### src/rtl/ma_pkg.sv
// ma_pkg: shared FSM/direction types and parameter defaults for the datamover scheduler
package ma_pkg;
  typedef enum logic [1:0] {ST_IDLE, ST_ISSUE, ST_WAIT, ST_DONE} state_t;
  typedef enum logic {DIR_RD = 1'b0, DIR_WR = 1'b1} dir_t;
  localparam int DEF_NUM_CH = 4;
  localparam int DEF_AXI_ADDR_WIDTH = 36;
  localparam int DEF_BRAM_ADDR_WIDTH = 10;
  localparam int DEF_BYTE_TRANS_WIDTH = 15;
  localparam int DEF_MAX_CHUNK = 4096;
  localparam int DEF_BRAM_WORD_BYTES = 16;
endpackage

### src/rtl/ma_dm_scheduler_if.sv
// ma_dm_scheduler_if: channel request/completion and datamover command bundle
interface ma_dm_scheduler_if
  import ma_pkg::*;
#(
  parameter int NUM_CH = DEF_NUM_CH,
  parameter int AXI_ADDR_WIDTH = DEF_AXI_ADDR_WIDTH,
  parameter int BRAM_ADDR_WIDTH = DEF_BRAM_ADDR_WIDTH,
  parameter int BYTE_TRANS_WIDTH = DEF_BYTE_TRANS_WIDTH
);
  logic [NUM_CH-1:0] req_valid, req_ready, req_dir, cpl_valid;
  logic [NUM_CH-1:0][AXI_ADDR_WIDTH-1:0] req_axi_addr;
  logic [NUM_CH-1:0][BRAM_ADDR_WIDTH-1:0] req_bram_addr;
  logic [NUM_CH-1:0][BYTE_TRANS_WIDTH-1:0] req_bytes;
  logic dm_start, dm_done;
  logic [AXI_ADDR_WIDTH-1:0] dm_src_axi_addr, dm_dst_axi_addr;
  logic [BRAM_ADDR_WIDTH-1:0] dm_dst_bram_addr, dm_src_bram_addr;
  logic [BYTE_TRANS_WIDTH-1:0] dm_byte_to_trans;
  modport master (
    output req_valid, req_dir, req_axi_addr, req_bram_addr, req_bytes, dm_done,
    input req_ready, cpl_valid, dm_start, dm_src_axi_addr, dm_dst_bram_addr,
    input dm_src_bram_addr, dm_dst_axi_addr, dm_byte_to_trans
  );
  modport slave (
    input req_valid, req_dir, req_axi_addr, req_bram_addr, req_bytes, dm_done,
    output req_ready, cpl_valid, dm_start, dm_src_axi_addr, dm_dst_bram_addr,
    output dm_src_bram_addr, dm_dst_axi_addr, dm_byte_to_trans
  );
endinterface

### src/rtl/ma_rr_arbiter.sv
// ma_rr_arbiter: one-hot round-robin grant, search starts at rr_ptr
module ma_rr_arbiter
  import ma_pkg::*;
#(
  parameter int NUM_CH = DEF_NUM_CH
) (
  input  logic [NUM_CH-1:0] req,
  input  logic [(NUM_CH > 1 ? $clog2(NUM_CH) : 1)-1:0] rr_ptr,
  output logic [NUM_CH-1:0] grant
);
  localparam int PW = NUM_CH > 1 ? $clog2(NUM_CH) : 1;
  logic [PW-1:0] idx;
  // scan farthest-first so the requester closest to rr_ptr wins
  always_comb begin
    grant = '0;
    idx = '0;
    for (int i = NUM_CH - 1; i >= 0; i--) begin
      idx = PW'((int'(rr_ptr) + i) % NUM_CH);
      grant = req[idx] ? NUM_CH'(1) << idx : grant;
    end
  end
endmodule

### src/rtl/ma_dm_scheduler.sv
// ma_dm_scheduler: round-robin scheduler splitting channel transfers into datamover chunks
module ma_dm_scheduler
  import ma_pkg::*;
#(
  parameter int NUM_CH = DEF_NUM_CH,
  parameter int AXI_ADDR_WIDTH = DEF_AXI_ADDR_WIDTH,
  parameter int BRAM_ADDR_WIDTH = DEF_BRAM_ADDR_WIDTH,
  parameter int BYTE_TRANS_WIDTH = DEF_BYTE_TRANS_WIDTH,
  parameter int MAX_CHUNK = DEF_MAX_CHUNK,
  parameter int BRAM_WORD_BYTES = DEF_BRAM_WORD_BYTES
) (
  input  logic clk,
  input  logic rst,
  ma_dm_scheduler_if.slave bus,
  output logic busy
);
  localparam int PW = NUM_CH > 1 ? $clog2(NUM_CH) : 1;
  localparam int WS = $clog2(BRAM_WORD_BYTES);
  localparam logic [BYTE_TRANS_WIDTH-1:0] MAXC = BYTE_TRANS_WIDTH'(MAX_CHUNK);
  state_t state;
  dir_t dir, n_dir;
  logic [PW-1:0] rr_ptr, ch, gi;
  logic [NUM_CH-1:0] grant;
  logic [AXI_ADDR_WIDTH-1:0] axi_ptr, n_axi;
  logic [BRAM_ADDR_WIDTH-1:0] bram_ptr, n_bram;
  logic [BYTE_TRANS_WIDTH-1:0] remaining, n_rem, n_chunk;
  logic accept, load;
  ma_rr_arbiter #(.NUM_CH(NUM_CH)) u_arb (.req(bus.req_valid), .rr_ptr(rr_ptr), .grant(grant));
  assign bus.req_ready = state == ST_IDLE ? grant : '0;
  assign busy = state != ST_IDLE;
  assign accept = state == ST_IDLE && |grant;
  assign load = accept || (state == ST_WAIT && bus.dm_done);
  // index of the granted channel
  always_comb begin
    gi = '0;
    for (int i = 0; i < NUM_CH; i++) gi = grant[i] ? PW'(i) : gi;
  end
  // next command: fresh request fields on accept, advanced pointers after a chunk completes
  always_comb begin
    n_dir = accept ? dir_t'(bus.req_dir[gi]) : dir;
    n_axi = accept ? bus.req_axi_addr[gi] : axi_ptr + AXI_ADDR_WIDTH'(bus.dm_byte_to_trans);
    n_bram = accept ? bus.req_bram_addr[gi] : bram_ptr + BRAM_ADDR_WIDTH'(bus.dm_byte_to_trans >> WS);
    n_rem = accept ? bus.req_bytes[gi] : remaining - bus.dm_byte_to_trans;
    n_chunk = n_rem > MAXC ? MAXC : n_rem;
  end
  // FSM with registered command and completion outputs
  always_ff @(posedge clk) begin
    if (rst) begin
      state <= ST_IDLE;
      dir <= DIR_RD;
      rr_ptr <= '0;
      ch <= '0;
      axi_ptr <= '0;
      bram_ptr <= '0;
      remaining <= '0;
      bus.dm_start <= 1'b0;
      bus.dm_byte_to_trans <= '0;
      bus.dm_src_axi_addr <= '0;
      bus.dm_dst_bram_addr <= '0;
      bus.dm_src_bram_addr <= '0;
      bus.dm_dst_axi_addr <= '0;
      bus.cpl_valid <= '0;
    end else begin
      bus.dm_start <= 1'b0;
      bus.cpl_valid <= '0;
      if (load) begin
        dir <= n_dir;
        axi_ptr <= n_axi;
        bram_ptr <= n_bram;
        remaining <= n_rem;
        bus.dm_start <= n_rem != '0;
        bus.dm_byte_to_trans <= n_chunk;
        bus.dm_src_axi_addr <= n_dir == DIR_RD ? n_axi : '0;
        bus.dm_dst_bram_addr <= n_dir == DIR_RD ? n_bram : '0;
        bus.dm_src_bram_addr <= n_dir == DIR_WR ? n_bram : '0;
        bus.dm_dst_axi_addr <= n_dir == DIR_WR ? n_axi : '0;
      end
      case (state)
        ST_IDLE: begin
          if (accept) begin
            ch <= gi;
            state <= n_rem == '0 ? ST_DONE : ST_ISSUE;
          end
        end
        ST_ISSUE: state <= ST_WAIT;
        ST_WAIT: begin
          if (bus.dm_done) begin
            state <= n_rem == '0 ? ST_DONE : ST_ISSUE;
            if (n_rem == '0) bus.cpl_valid <= NUM_CH'(1) << ch;
          end
        end
        default: begin
          rr_ptr <= ch == PW'(NUM_CH - 1) ? '0 : ch + 1'b1;
          state <= ST_IDLE;
          if (~|bus.cpl_valid) bus.cpl_valid <= NUM_CH'(1) << ch;
        end
      endcase
    end
  end
endmodule

### src/flat_wrapper.sv
// flat-port wrapper written by rule: the top's interface ports become plain ports
module ma_dm_scheduler_flat import ma_pkg::*;
#(
  parameter int NUM_CH = DEF_NUM_CH,
  parameter int AXI_ADDR_WIDTH = DEF_AXI_ADDR_WIDTH,
  parameter int BRAM_ADDR_WIDTH = DEF_BRAM_ADDR_WIDTH,
  parameter int BYTE_TRANS_WIDTH = DEF_BYTE_TRANS_WIDTH,
  parameter int MAX_CHUNK = DEF_MAX_CHUNK,
  parameter int BRAM_WORD_BYTES = DEF_BRAM_WORD_BYTES
)
  (clk, rst, busy, bus_req_valid, bus_req_dir, bus_req_axi_addr, bus_req_bram_addr, bus_req_bytes, bus_dm_done, bus_req_ready, bus_cpl_valid, bus_dm_start, bus_dm_src_axi_addr, bus_dm_dst_bram_addr, bus_dm_src_bram_addr, bus_dm_dst_axi_addr, bus_dm_byte_to_trans);
  ma_dm_scheduler_if #(.NUM_CH(NUM_CH), .AXI_ADDR_WIDTH(AXI_ADDR_WIDTH), .BRAM_ADDR_WIDTH(BRAM_ADDR_WIDTH), .BYTE_TRANS_WIDTH(BYTE_TRANS_WIDTH)) bus_i ();
  input  logic clk;
  input  logic rst;
  output logic busy;
  input wire logic [$bits(bus_i.req_valid)-1:0] bus_req_valid;
  input wire logic [$bits(bus_i.req_dir)-1:0] bus_req_dir;
  input wire logic [$bits(bus_i.req_axi_addr)-1:0] bus_req_axi_addr;
  input wire logic [$bits(bus_i.req_bram_addr)-1:0] bus_req_bram_addr;
  input wire logic [$bits(bus_i.req_bytes)-1:0] bus_req_bytes;
  input wire logic [$bits(bus_i.dm_done)-1:0] bus_dm_done;
  output wire logic [$bits(bus_i.req_ready)-1:0] bus_req_ready;
  output wire logic [$bits(bus_i.cpl_valid)-1:0] bus_cpl_valid;
  output wire logic [$bits(bus_i.dm_start)-1:0] bus_dm_start;
  output wire logic [$bits(bus_i.dm_src_axi_addr)-1:0] bus_dm_src_axi_addr;
  output wire logic [$bits(bus_i.dm_dst_bram_addr)-1:0] bus_dm_dst_bram_addr;
  output wire logic [$bits(bus_i.dm_src_bram_addr)-1:0] bus_dm_src_bram_addr;
  output wire logic [$bits(bus_i.dm_dst_axi_addr)-1:0] bus_dm_dst_axi_addr;
  output wire logic [$bits(bus_i.dm_byte_to_trans)-1:0] bus_dm_byte_to_trans;
  assign bus_i.req_valid = bus_req_valid;
  assign bus_i.req_dir = bus_req_dir;
  assign bus_i.req_axi_addr = bus_req_axi_addr;
  assign bus_i.req_bram_addr = bus_req_bram_addr;
  assign bus_i.req_bytes = bus_req_bytes;
  assign bus_i.dm_done = bus_dm_done;
  assign bus_req_ready = bus_i.req_ready;
  assign bus_cpl_valid = bus_i.cpl_valid;
  assign bus_dm_start = bus_i.dm_start;
  assign bus_dm_src_axi_addr = bus_i.dm_src_axi_addr;
  assign bus_dm_dst_bram_addr = bus_i.dm_dst_bram_addr;
  assign bus_dm_src_bram_addr = bus_i.dm_src_bram_addr;
  assign bus_dm_dst_axi_addr = bus_i.dm_dst_axi_addr;
  assign bus_dm_byte_to_trans = bus_i.dm_byte_to_trans;
  ma_dm_scheduler #(.NUM_CH(NUM_CH), .AXI_ADDR_WIDTH(AXI_ADDR_WIDTH), .BRAM_ADDR_WIDTH(BRAM_ADDR_WIDTH), .BYTE_TRANS_WIDTH(BYTE_TRANS_WIDTH), .MAX_CHUNK(MAX_CHUNK), .BRAM_WORD_BYTES(BRAM_WORD_BYTES)) u_core (.clk(clk), .rst(rst), .bus(bus_i), .busy(busy));
endmodule
### config.mk
export PLATFORM = sky130hd
export DESIGN_NAME = ma_dm_scheduler_flat
export DESIGN_NICKNAME = d
export VERILOG_FILES = /design/src/rtl/ma_pkg.sv /design/src/rtl/ma_dm_scheduler_if.sv /design/src/rtl/ma_rr_arbiter.sv /design/src/rtl/ma_dm_scheduler.sv /design/src/flat_wrapper.sv
export SDC_FILE = /design/constraint.sdc
export NUM_CORES = 1
export LEC_CHECK = 0
export BUFFER_PORTS_ARGS = -buffer_cell sky130_fd_sc_hd__buf_4
export CORE_MARGIN = 5
export CORE_UTILIZATION = 40
export DETAILED_ROUTE_END_ITERATION = 12
export PLACE_DENSITY = 0.72
export SLEW_MARGIN = 20
export SYNTH_ARGS = -nofsm -noshare
export SYNTH_HDL_FRONTEND = slang
export SYNTH_SLANG_ARGS = --single-unit
### constraint.sdc
create_clock -name clk -period 4.26 [get_ports clk]
set_clock_uncertainty 0.2 [all_clocks]
set_input_delay 0.213 -clock clk [delete_from_list [all_inputs] [get_ports clk]]
set_output_delay 0.213 -clock clk [all_outputs]
set_load 0.02 [all_outputs]
# After elaboration in Yosys (flattened, before gate mapping)
# Cells that the tools add are included.
word_totals:
  inputBits: 255
  out_inout_bits: 117
  register_bits: 180
  wordCells: 94
classes:
  n_eq_ne: 5
  n_shift: 5
  bitwise_logic: 1
  n_addsub: 7
  reduce_logical: 14
  muxes: 42
  n_lt_le_gt_ge: 6
ops:
  columns: ["operator", "count"]
  rows:
  - ["36-bit 2-to-1 mux", 4]
  - ["36-bit binary-select mux with 2-bit select", 1]
  - ["15-bit 2-to-1 mux", 3]
  - ["10-bit 2-to-1 mux", 4]
  - ["36-bit by 15-bit adder with 36-bit output", 1]
  - ["4-bit 2-to-1 mux", 8]
  - ["15-bit binary-select mux with 2-bit select", 1]
  - ["10-bit binary-select mux with 2-bit select", 1]
  - ["1-bit by 2-bit left shift with 4-bit output (first input constant)", 5]
  - ["15-bit by 13-bit > comparator with 1-bit output (second input constant)", 1]
  - ["15-bit zero test", 1]
  - ["2-bit by 3-bit less-than comparator with 1-bit output (second input constant)", 5]
  - ["15-bit nonzero test", 1]
  - ["15-bit subtractor", 1]
  - ["2-bit 2-to-1 mux", 6]
  - ["10-bit adder", 1]
  - ["1-bit binary-select mux with 2-bit select", 5]
  - ["4-bit one-hot mux with 2 select lines", 1]
  - ["4-bit OR reduction", 2]
  - ["1-bit 2-to-1 mux", 7]
  - ["2-bit one-hot mux with 3 select lines", 1]
  - ["2-bit by 1-bit adder with 2-bit output (second input constant)", 2]
  - ["2-bit adder (second input constant)", 2]
  - ["2-bit equality test (second input constant)", 2]
  - ["other kinds (11)", 14]

# Logic depth before layout (Yosys ltp)
# Gate-level depths: netlist of run 1.
depth:
  ltp_word: 17
  ltp_mapped: 19
  depth_no_buf: 15

# By module
# From an unflattened synthesis of run 1, not the netlist that was laid out.
hier_totals:
  hier_cells: 1531
  area_unflattened_um2: 11617.4
modules_own_cells:
  columns: ["mod", "area_per_inst_um2", "n_inst", "cells_per_inst"]
  rows:
  - ["ma_dm_scheduler", 11204.5, 1, 1484]
  - ["ma_rr_arbiter", 412.9, 1, 47]

# Worst setup path before layout of run 1
# OpenSTA, ideal clock, no wires.
synth_path:
  path_type: "register to register"
  start: "reg u_core.rr_ptr[0]"
  end: "reg u_core.state[1]"
  setup_ns: 0.095
  slack_ns: -0.417
  required_time_ns: 3.965
  stages_incl_launch_ff: 18
  arrival_ns: 4.382
  cell_sequence: "dfxtp_1 buf_6 clkbuf_1 inv_1 ha_1 clkbuf_1 mux4_2 a31o_1 a221o_1 a22o_1 buf_2 or4_1 o211ai_1 and4_1 a31oi_1 or4_4 a21o_1 a221oi_1"
synth_via:
  elab_chain_len: 17
  word_cells_on_any_way: 34
  cone_classes: "add/sub (3); eq/ne (1); shift (4); mux (22); reduce/logical (4)"
synth_lines:
  columns: ["item", "line_no", "source"]
  rows:
  - ["start, declared", "ma_dm_scheduler.sv:22", "logic [PW-1:0] rr_ptr, ch, gi;"]
  - ["start signal, assigned", "ma_dm_scheduler.sv:93", "rr_ptr <= ch == PW'(NUM_CH - 1) ? '0 : ch + 1'b1;"]
  - ["2-bit adder", "ma_rr_arbiter.sv:18", "idx = PW'((int'(rr_ptr) + i) % NUM_CH);"]
  - ["1-bit binary-select mux with 2-bit select", "ma_rr_arbiter.sv:19", "grant = req[idx] ? NUM_CH'(1) << idx : grant;"]
  - ["1-bit 2-to-1 mux (not written as such)", "ma_rr_arbiter.sv:19", null]
  - ["4-bit 2-to-1 mux (3 in series)", "ma_rr_arbiter.sv:19", null]
  - ["4-bit 2-to-1 mux *", "ma_rr_arbiter.sv:19", null]
  - ["1-bit 2-to-1 mux", "ma_dm_scheduler.sv:36", "for (int i = 0; i < NUM_CH; i++) gi = grant[i] ? PW'(i) : gi;"]
  - ["2-bit 2-to-1 mux (2 in series)", "ma_dm_scheduler.sv:36", null]
  - ["15-bit binary-select mux with 2-bit select", "ma_dm_scheduler.sv:43", "n_rem = accept ? bus.req_bytes[gi] : remaining - bus.dm_byte_to_trans;"]
  - ["15-bit 2-to-1 mux (not written as such)", "ma_dm_scheduler.sv:43", null]
  - ["15-bit 2-to-1 mux", "ma_dm_scheduler.sv:43", null]
  - ["15-bit zero test", "ma_dm_scheduler.sv:82, ma_dm_scheduler.sv:88", null]
  - ["2-bit 2-to-1 mux", "ma_dm_scheduler.sv:82, ma_dm_scheduler.sv:88", null]
  - ["2-bit 2-to-1 mux, on equally long branches", "ma_dm_scheduler.sv:87, ma_dm_scheduler.sv:80", null]
  - ["2-bit one-hot mux with 3 select lines", "ma_dm_scheduler.sv:78", "case (state)"]
  - ["end signal, assigned", "ma_dm_scheduler.sv:82", "state <= n_rem == '0 ? ST_DONE : ST_ISSUE;"]
  - ["end signal, assigned", "ma_dm_scheduler.sv:88", "state <= n_rem == '0 ? ST_DONE : ST_ISSUE;"]
  - ["end, declared", "ma_dm_scheduler.sv:20", "state_t state;"]
# Every way passes the cells marked *; elsewhere a longest branch is shown, timed or not. The select of a mux whose other input is x is not followed.
# A chain may end at the register's enable or synchronous reset.

# Worst setup path after layout of run 1
# Ends and elaborated chain as after synthesis.

==> flow_metrics.tcl, run 1 <==
set metrics [dict create \
    worst_ir_drop_vdd_mv 0.324 \
    worstPathArrival_ns 4.30 \
    required_time_at_the_endpoint_of_the_critical_path_ns 4.41 \
    setup.worst_path.end_class "flop" \
    remaining_drc_errors 0 \
    drt_iter0_drc 1420 \
    rr_worst_depth 13 \
    number_of_flip_flops_and_latches_in_the_synthesized_netlist 180 \
    ant_nets 0 \
    cp_slowest_stage_delay_ns 0.56 \
    initial_utilization_pct 40.7 \
    clk_latency_ns 0.44 \
    ys_types 69 \
    grt_use_total_pct 28.5 \
    vias_per_cell 5.89 \
    timing_max_transition_violations_final 0 \
    synth-async-reset-ratio_pct 0 \
    seq_area_frac_synth_pct 32.9 \
    finish.net_count 2125 \
    die_w_um 176 \
    fmax_mhz 241 \
    boundaryPins 372 \
    cts_htree_levels 4 \
    routabilityCongestion 0.929 \
    synth.top_cell.area_share_pct 32.9 \
    route.vias.total 12800 \
    cts_tree "built" \
    ys_top_cells_by_area "sky130_fd_sc_hd__dfxtp_1, sky130_fd_sc_hd__nor2_1, sky130_fd_sc_hd__a21oi_1" \
    clock_sink_count 180 \
    synthFlopType "sky130_fd_sc_hd__dfxtp_1" \
    clock_tree.root_cell "sky130_fd_sc_hd__clkbuf_16" \
    row_count 60 \
    grt_pass1_wl_mm 70.0 \
    drt-wirelength-per-cell_um 21.6 \
    wirelength_mm 46.9 \
    clk_path_buf_depth 2 \
    io_buffers 371 \
    holdPathStages 4 \
    grt_max_degree 97 \
    grt_antenna_before_repair 2 \
    final_layout_size_suffix_gt1_share_pct 29.3 \
    worstMarginPinSlew_ns 0.970 \
    setup_viol_count_final 0 \
    post_synth_instance_area_sq_mm 0.0110 \
    timing.final.hold_violations 0 \
    area_delta_synth_final_pct 39.8 \
    leakage_nw 6.66 \
    cap_violations 0 \
    detailedPlace.worstSlack_ns -0.118 \
    cp_cell_sequence "inv_2, ha_4, mux4_2, a31o_1, a221o_1, a22o_4, or4_1, o211ai_1, and4_4, a31oi_2, or4_4, a21o_1, a221oi_2" \
    critical_path_class "flop to flop" \
    post-route-worst-setup-slack_ns 0.116 \
    synth-edff-count 0 \
    remaining_max_slew_budget_at_the_tightest_pin_pct 35.2 \
    die_height_um 176 \
    synthesis.nets 1753 \
    final.fill_count 2487 \
    critical_path.startpoint_type "flop" \
    placed_cells_incl_taps 2132 \
    cts-buffers-inserted 17 \
    run_status "completed" \
    cp_slowest_cell "sky130_fd_sc_hd__or4_4" \
    firstDrtPassIters 6 \
    period_utilisation_layout_pct 97.3 \
    period_minus_slack_ns 4.14 \
    vias_in_the_first_global_route 12000 \
    final_cell_count_no_fill 2173 \
    netlist_instances 1445 \
    synth_area_leader_cell "sky130_fd_sc_hd__dfxtp_1" \
    detailed_place_hpwl_mm 35.8 \
    globalRouteOverflowTotal 0 \
    fp.coreArea_sq_mm 0.0270 \
    power.density_cell_area_mw_per_mm2 713 \
    clk_transition_reported_paths_ns 0.08 \
    synthesis.yosys.warnings 0 \
    path_max_fanout 5 \
    die_ar_sq_mm 0.0308 \
    syn_area_per_cell_sq_um 7.59 \
    hold_path_class "primary input to flop" \
]
-- synthesized netlist by cell type, types with 11 or more instances --
library cell               instances
sky130_fd_sc_hd__a211oi_1         34
sky130_fd_sc_hd__a21o_1           16
sky130_fd_sc_hd__a21oi_1         151
sky130_fd_sc_hd__a222oi_1         11
sky130_fd_sc_hd__a22oi_1          60
sky130_fd_sc_hd__a311oi_1         31
sky130_fd_sc_hd__and2_1           15
sky130_fd_sc_hd__and3_1           13
sky130_fd_sc_hd__buf_1            11
sky130_fd_sc_hd__clkbuf_1         88
sky130_fd_sc_hd__dfxtp_1         180
sky130_fd_sc_hd__ha_1             50
sky130_fd_sc_hd__inv_1            34
sky130_fd_sc_hd__nand2_1         157
sky130_fd_sc_hd__nand2b_1         12
sky130_fd_sc_hd__nand3_1          14
sky130_fd_sc_hd__nor2_1          216
sky130_fd_sc_hd__nor3_1           33
sky130_fd_sc_hd__o21ai_0          72
sky130_fd_sc_hd__o22ai_1          33
sky130_fd_sc_hd__xnor2_1          24
sky130_fd_sc_hd__xor2_1           31
-- report_power, final --
part           leakage [nW]  internal, mW  switching [mW]
sequential             1.47          2.23           0.407
clock                 0.288         0.787           0.795
combinational          4.90          2.64            4.06
-- kinds of logic after synthesis --
kind of cell               Yosys count  share of synthesized area, %
buffers and inverters              140                          4.92
muxes                               15                          1.64
AOI/OAI and AO/OA                  504                          30.2
adders and majority gates           53                          6.25
DFF                                180                          32.9
xor gates and xnor gates            55                          4.39
and+or+nand+nor                    498                          19.7
-- critical path, delay by kind of cell, from the launching register on --
family	cells	cell delay [ns]
muxes	1	0.36
and+or+nand+nor	3	1.32
adders and majority gates	1	0.31
AOI/OAI and AO/OA	7	1.44
buffers and inverters	1	0.07
DFF	1	0.35
-- final timing paths --
kind	end	start	slack [ns]
max	u_core.state[1]$_SDFFE_PP0P_	u_core.rr_ptr[0]$_SDFFE_PP0N_	0.12
min	u_core.remaining[13]$_SDFFE_PP0N_	bus_req_bytes[58]	0.07
max reg2reg	u_core.state[1]$_SDFFE_PP0P_	u_core.rr_ptr[0]$_SDFFE_PP0N_	0.12
min reg2reg	u_core.remaining[9]$_SDFFE_PP0N_	u_core.remaining[9]$_SDFFE_PP0N_	0.26
-- cell type report --
| type | instances | area [sq um] | share of cell area (%) |
|---|---|---|---|
| Antenna cell | 2 | 5.00 | 0.0326 |
| Clock buffer | 17 | 425 | 2.77 |
| Clock inverter | 15 | 158 | 1.03 |
| Inverter | 35 | 131 | 0.857 |
| Multi-Input combinational cell | 1126 | 7090 | 46.3 |
| Sequential cell | 180 | 3610 | 23.5 |
| Tap cell | 341 | 427 | 2.78 |
| Timing Repair Buffer | 457 | 3490 | 22.8 |
-- repair_timing --
action | in CTS | in global routing
buffers inserted | 1 | 4
hold endpoints to repair | 1 | 0
hold buffers | 1 | 0
pin swaps | 0 | 11
setup endpoints to repair | 23 | 90
resized for setup | 9 | 35
cloned | 0 | 1
-- routing by layer --
metal,routed length [um],track usage (%),share of wire (%),up-vias
met1,19700,38.5,42,6054
li1,-,-,-,5997
met4,1310,8.54,2.8,0
met2,21800,46.5,47,673
met5,0,0,0,-
met3,4040,5.40,8.6,73
-- state kept, by name, summed over array words and instances, names as in the netlist --
signal,flops
u_core.bus.dm_byte_to_trans,15
u_core.axi_ptr,36
u_core.bus.dm_dst_bram_addr,10
u_core.dir,1
u_core.bus.dm_start,1
u_core.bus.dm_src_bram_addr,10
u_core.ch,2
u_core.bus.cpl_valid,4
u_core.bus.dm_src_axi_addr,36
u_core.bus.dm_dst_axi_addr,36
u_core.bram_ptr,10
u_core.rr_ptr,2
u_core.remaining,15
u_core.state,2
-- per-stage QoR --
stage          cell area [sq um]  utilization, %  hold slack, ns  power [mW]  setup TNS (ns)
6_report                   15300            56.9          0.0741        10.9               0
5_1_grt                    15300            56.9           0.106        11.6          -0.117
4_1_cts                    15100            56.1          0.0548        10.7               0
2_1_floorplan              11000               -           0.222        6.63         -0.0383
3_5_place_dp               14500            53.8           0.248        9.11          -0.515
3_3_place_gp               14500            53.8           0.246        9.01         -0.0594
-- cells in the final DEF, fill, tap and decap left out, drive strengths merged, types with 7 or more instances in the layout --
cell    count
dfxtp     180
ha         50
xnor2      24
a311oi     31
nor3       33
o211ai      9
o21ai      75
a21oi     151
a22o        9
buf       456
a211oi     34
o22ai      33
nand2b     12
and3       13
a222oi     11
nand3      14
mux2i       9
xor2       31
inv        43
nor2b       8
a31oi       8
nor2      216
nand2     157
a22oi      60
clkbuf     17
nand4      10
clkinv      7
a21o       16
o221ai      8
and2       15
a221oi      9
(Power assumes the default switching activity.)
==> inputs of run 2 (changes only) <==
Settings changed: BUFFER_PORTS_ARGS -buffer_cell sky130_fd_sc_hd__buf_4 to not set, DONT_BUFFER_PORTS set to 1, PLACE_DENSITY 0.72 to 0.6.
==> flow_metrics.tcl, run 2 (synthesis results as in run 1) <==
set metrics [dict create \
    run_status "finished with violations" \
    violations "negative hold slack" \
    leakage_nw 5.02 \
    row_count 60 \
    timing_max_transition_violations_final 0 \
    drt_iter0_drc 1027 \
    final_layout_size_suffix_gt1_share_pct 12.3 \
    ant_nets 0 \
    most_frequent_standard_cell_in_the_layout_excluding_fill_and_tap_cells "sky130_fd_sc_hd__nor2_1" \
    critical_path.startpoint_type "flop" \
    clk_latency_ns 0.44 \
    hold-worst-slack_ns -0.00222 \
    setup.worst_path.end_class "flop" \
    die_w_um 176 \
    total_power_mw 10.6 \
    cap_violations 0 \
    holdPathStages 4 \
    detailedPlace.worstSlack_ns -0.164 \
    grt_antenna_before_repair 0 \
    clock_tree.root_cell "sky130_fd_sc_hd__clkbuf_16" \
    startpoint_of_the_lowest_slack_register_to_register_path "u_core.rr_ptr[0]$_SDFFE_PP0N_" \
    layout.area.seq_sq_mm 0.00360 \
    routabilityCongestion 0.975 \
    fp.coreArea_sq_mm 0.0270 \
    initial_utilization_pct 40.7 \
    p_sw_mw 5.27 \
    die_height_um 176 \
    timing.final.hold_violations 1 \
    worst_ir_drop_vdd_mv 0.377 \
    proportion_of_power_drawn_by_the_clock_network_pct 15.0 \
    r2r_setup_slack_ns 0.13 \
    cts_tree "built" \
    remaining_drc_errors 0 \
    vias_in_the_first_global_route 10700 \
    io_buffers 0 \
    postPlaceCellArea_sq_mm 0.0119 \
    power_frac_seq_pct 28.2 \
    path_max_fanout 5 \
    finish.net_count 1787 \
    vias_per_cell 6.22 \
    cts-buffers-inserted 17 \
    regToRegEndpoint "u_core.state[1]$_SDFFE_PP0P_" \
    period_utilisation_layout_pct 97.0 \
    worstSetupStartpoint "u_core.rr_ptr[0]$_SDFFE_PP0N_" \
    clock_sink_count 180 \
    cts_htree_levels 4 \
    layout_common_cells "sky130_fd_sc_hd__nor2_1, sky130_fd_sc_hd__dfxtp_1, sky130_fd_sc_hd__nand2_1" \
    boundaryPins 372 \
    grt_max_degree 164 \
    grt_pass1_wl_mm 66.5 \
    power.switching_fraction_pct 49.7 \
    internal_power_mw 5.35 \
    clk_path_buf_depth 2 \
    setup_viol_count_final 0 \
    clk_transition_reported_paths_ns 0.08 \
    finish.utilization_pct 47.7 \
    hold_path_class "primary input to flop" \
    reg.largest.list "u_core.axi_ptr x36, u_core.bus.dm_dst_axi_addr x36, u_core.bus.dm_src_axi_addr x36" \
    finalInstanceArea_sq_mm 0.0129 \
    hold_path.startpoint "bus_req_axi_addr[132]" \
    rr_worst_depth 14 \
    detailed_place_hpwl_mm 34.8 \
    worstMarginPinSlew_ns 0.799 \
    comb_power_share_pct 56.8 \
    remaining_max_slew_budget_at_the_tightest_pin_pct 46.7 \
    timing.hold.worst_endpoint "u_core.axi_ptr[24]$_SDFFE_PP0N_" \
    n_antenna_cell 0 \
    power.density_cell_area_mw_per_mm2 826 \
    final.fill_count 2699 \
    die_ar_sq_mm 0.0308 \
    drt-wirelength-per-cell_um 25.0 \
    globalRouteOverflowTotal 0 \
    setup_repair_after_global_routing_missed_its_margin "yes" \
    area_delta_synth_final_pct 17.2 \
    timing.setup.tns_ns 0 \
    required_time_at_the_endpoint_of_the_critical_path_ns 4.39 \
    fmax_mhz 242 \
    route.vias.total 11400 \
    firstDrtPassIters 5 \
    critical_path_class "flop to flop" \
    grt_use_total_pct 27.9 \
    wirelength_mm 45.8 \
    worstPathArrival_ns 4.26 \
    multiInputGateArea_sq_mm 0.00704 \
    post-route-worst-setup-slack_ns 0.128 \
    period_minus_slack_ns 4.13 \
]
-- run 2: power groups by stage --
stage / Combinational, mW / Sequential [mW] / Clock, mW
global route: 6.57 / 3.06 / 1.70
floorplan: 3.72 / 2.91 / 0
CTS: 5.84 / 3.00 / 1.63
detailed placement: 5.74 / 3.03 / 0
finish: 6.03 / 2.99 / 1.59
global placement: 5.70 / 3.03 / 0
-- run 2: metal layers --
metal	vias to the layer above	global-route usage, %	part of all wire, %
met5	-	0	0
met2	537	44.1	45
met4	0	8.48	2.8
met1	5462	36.2	42
li1	5338	-	-
met3	67	9.38	11
-- run 2: layout make-up --
type / instances / area share [%]
multi-input combinational: 1125 / 54.8
tap: 341 / 3.32
clock buffer: 18 / 3.42
clock inverter: 14 / 1.23
timing repair buffer: 120 / 8.22
sequential: 180 / 28.0
inverter: 35 / 1.02
-- run 2: worst max path at each step --
stage                                                       end  slack [ns]  cells past startpoint
finish                             u_core.state[1]$_SDFFE_PP0P_        0.13                     14
CTS                                u_core.state[1]$_SDFFE_PP0P_     0.00003                     15
global route        u_core.bus.dm_byte_to_trans[1]$_SDFFE_PP0N_       -0.05                     17
floorplan                          u_core.state[1]$_SDFFE_PP0P_       -0.04                     17
detailed placement                 u_core.state[1]$_SDFFE_PP0P_       -0.16                     14
global placement                   u_core.state[1]$_SDFFE_PP0P_        0.05                     14
-- run 2: timing repair --
action | CTS | global route
hold buffers | 8 | 6
endpoints found under the hold margin | 174 | 162
pin swaps | 2 | 3
setup endpoints to repair | 5 | 97
setup buffers | 4 | 0
cloned | 0 | 1
resized for setup | 6 | 24
-- run 2: worst max-delay path, cell delays in order, from the launching register on --
cell and delay (ns):
sky130_fd_sc_hd__dfxtp_2 0.34, sky130_fd_sc_hd__inv_2 0.06, sky130_fd_sc_hd__ha_4 0.33, sky130_fd_sc_hd__mux4_2 0.37, sky130_fd_sc_hd__a31o_1 0.21, sky130_fd_sc_hd__a221o_1 0.30, sky130_fd_sc_hd__buf_4 0.17, sky130_fd_sc_hd__a21boi_4 0.25
sky130_fd_sc_hd__mux2i_1 0.22, sky130_fd_sc_hd__a211o_1 0.19, sky130_fd_sc_hd__o311a_1 0.21, sky130_fd_sc_hd__a32oi_1 0.09, sky130_fd_sc_hd__or4_4 0.59, sky130_fd_sc_hd__a21o_1 0.20, sky130_fd_sc_hd__a221oi_1 0.30
-- run 2: stage by stage --
stage | std cells | hold slack [ns]
floorplan | 1445 | 0.222
global placement | 1782 | 0.0975
detailed placement | 1782 | 0.0991
CTS | 1826 | -0.381
global route | 1833 | 0.00884
finish | 1833 | -0.00222
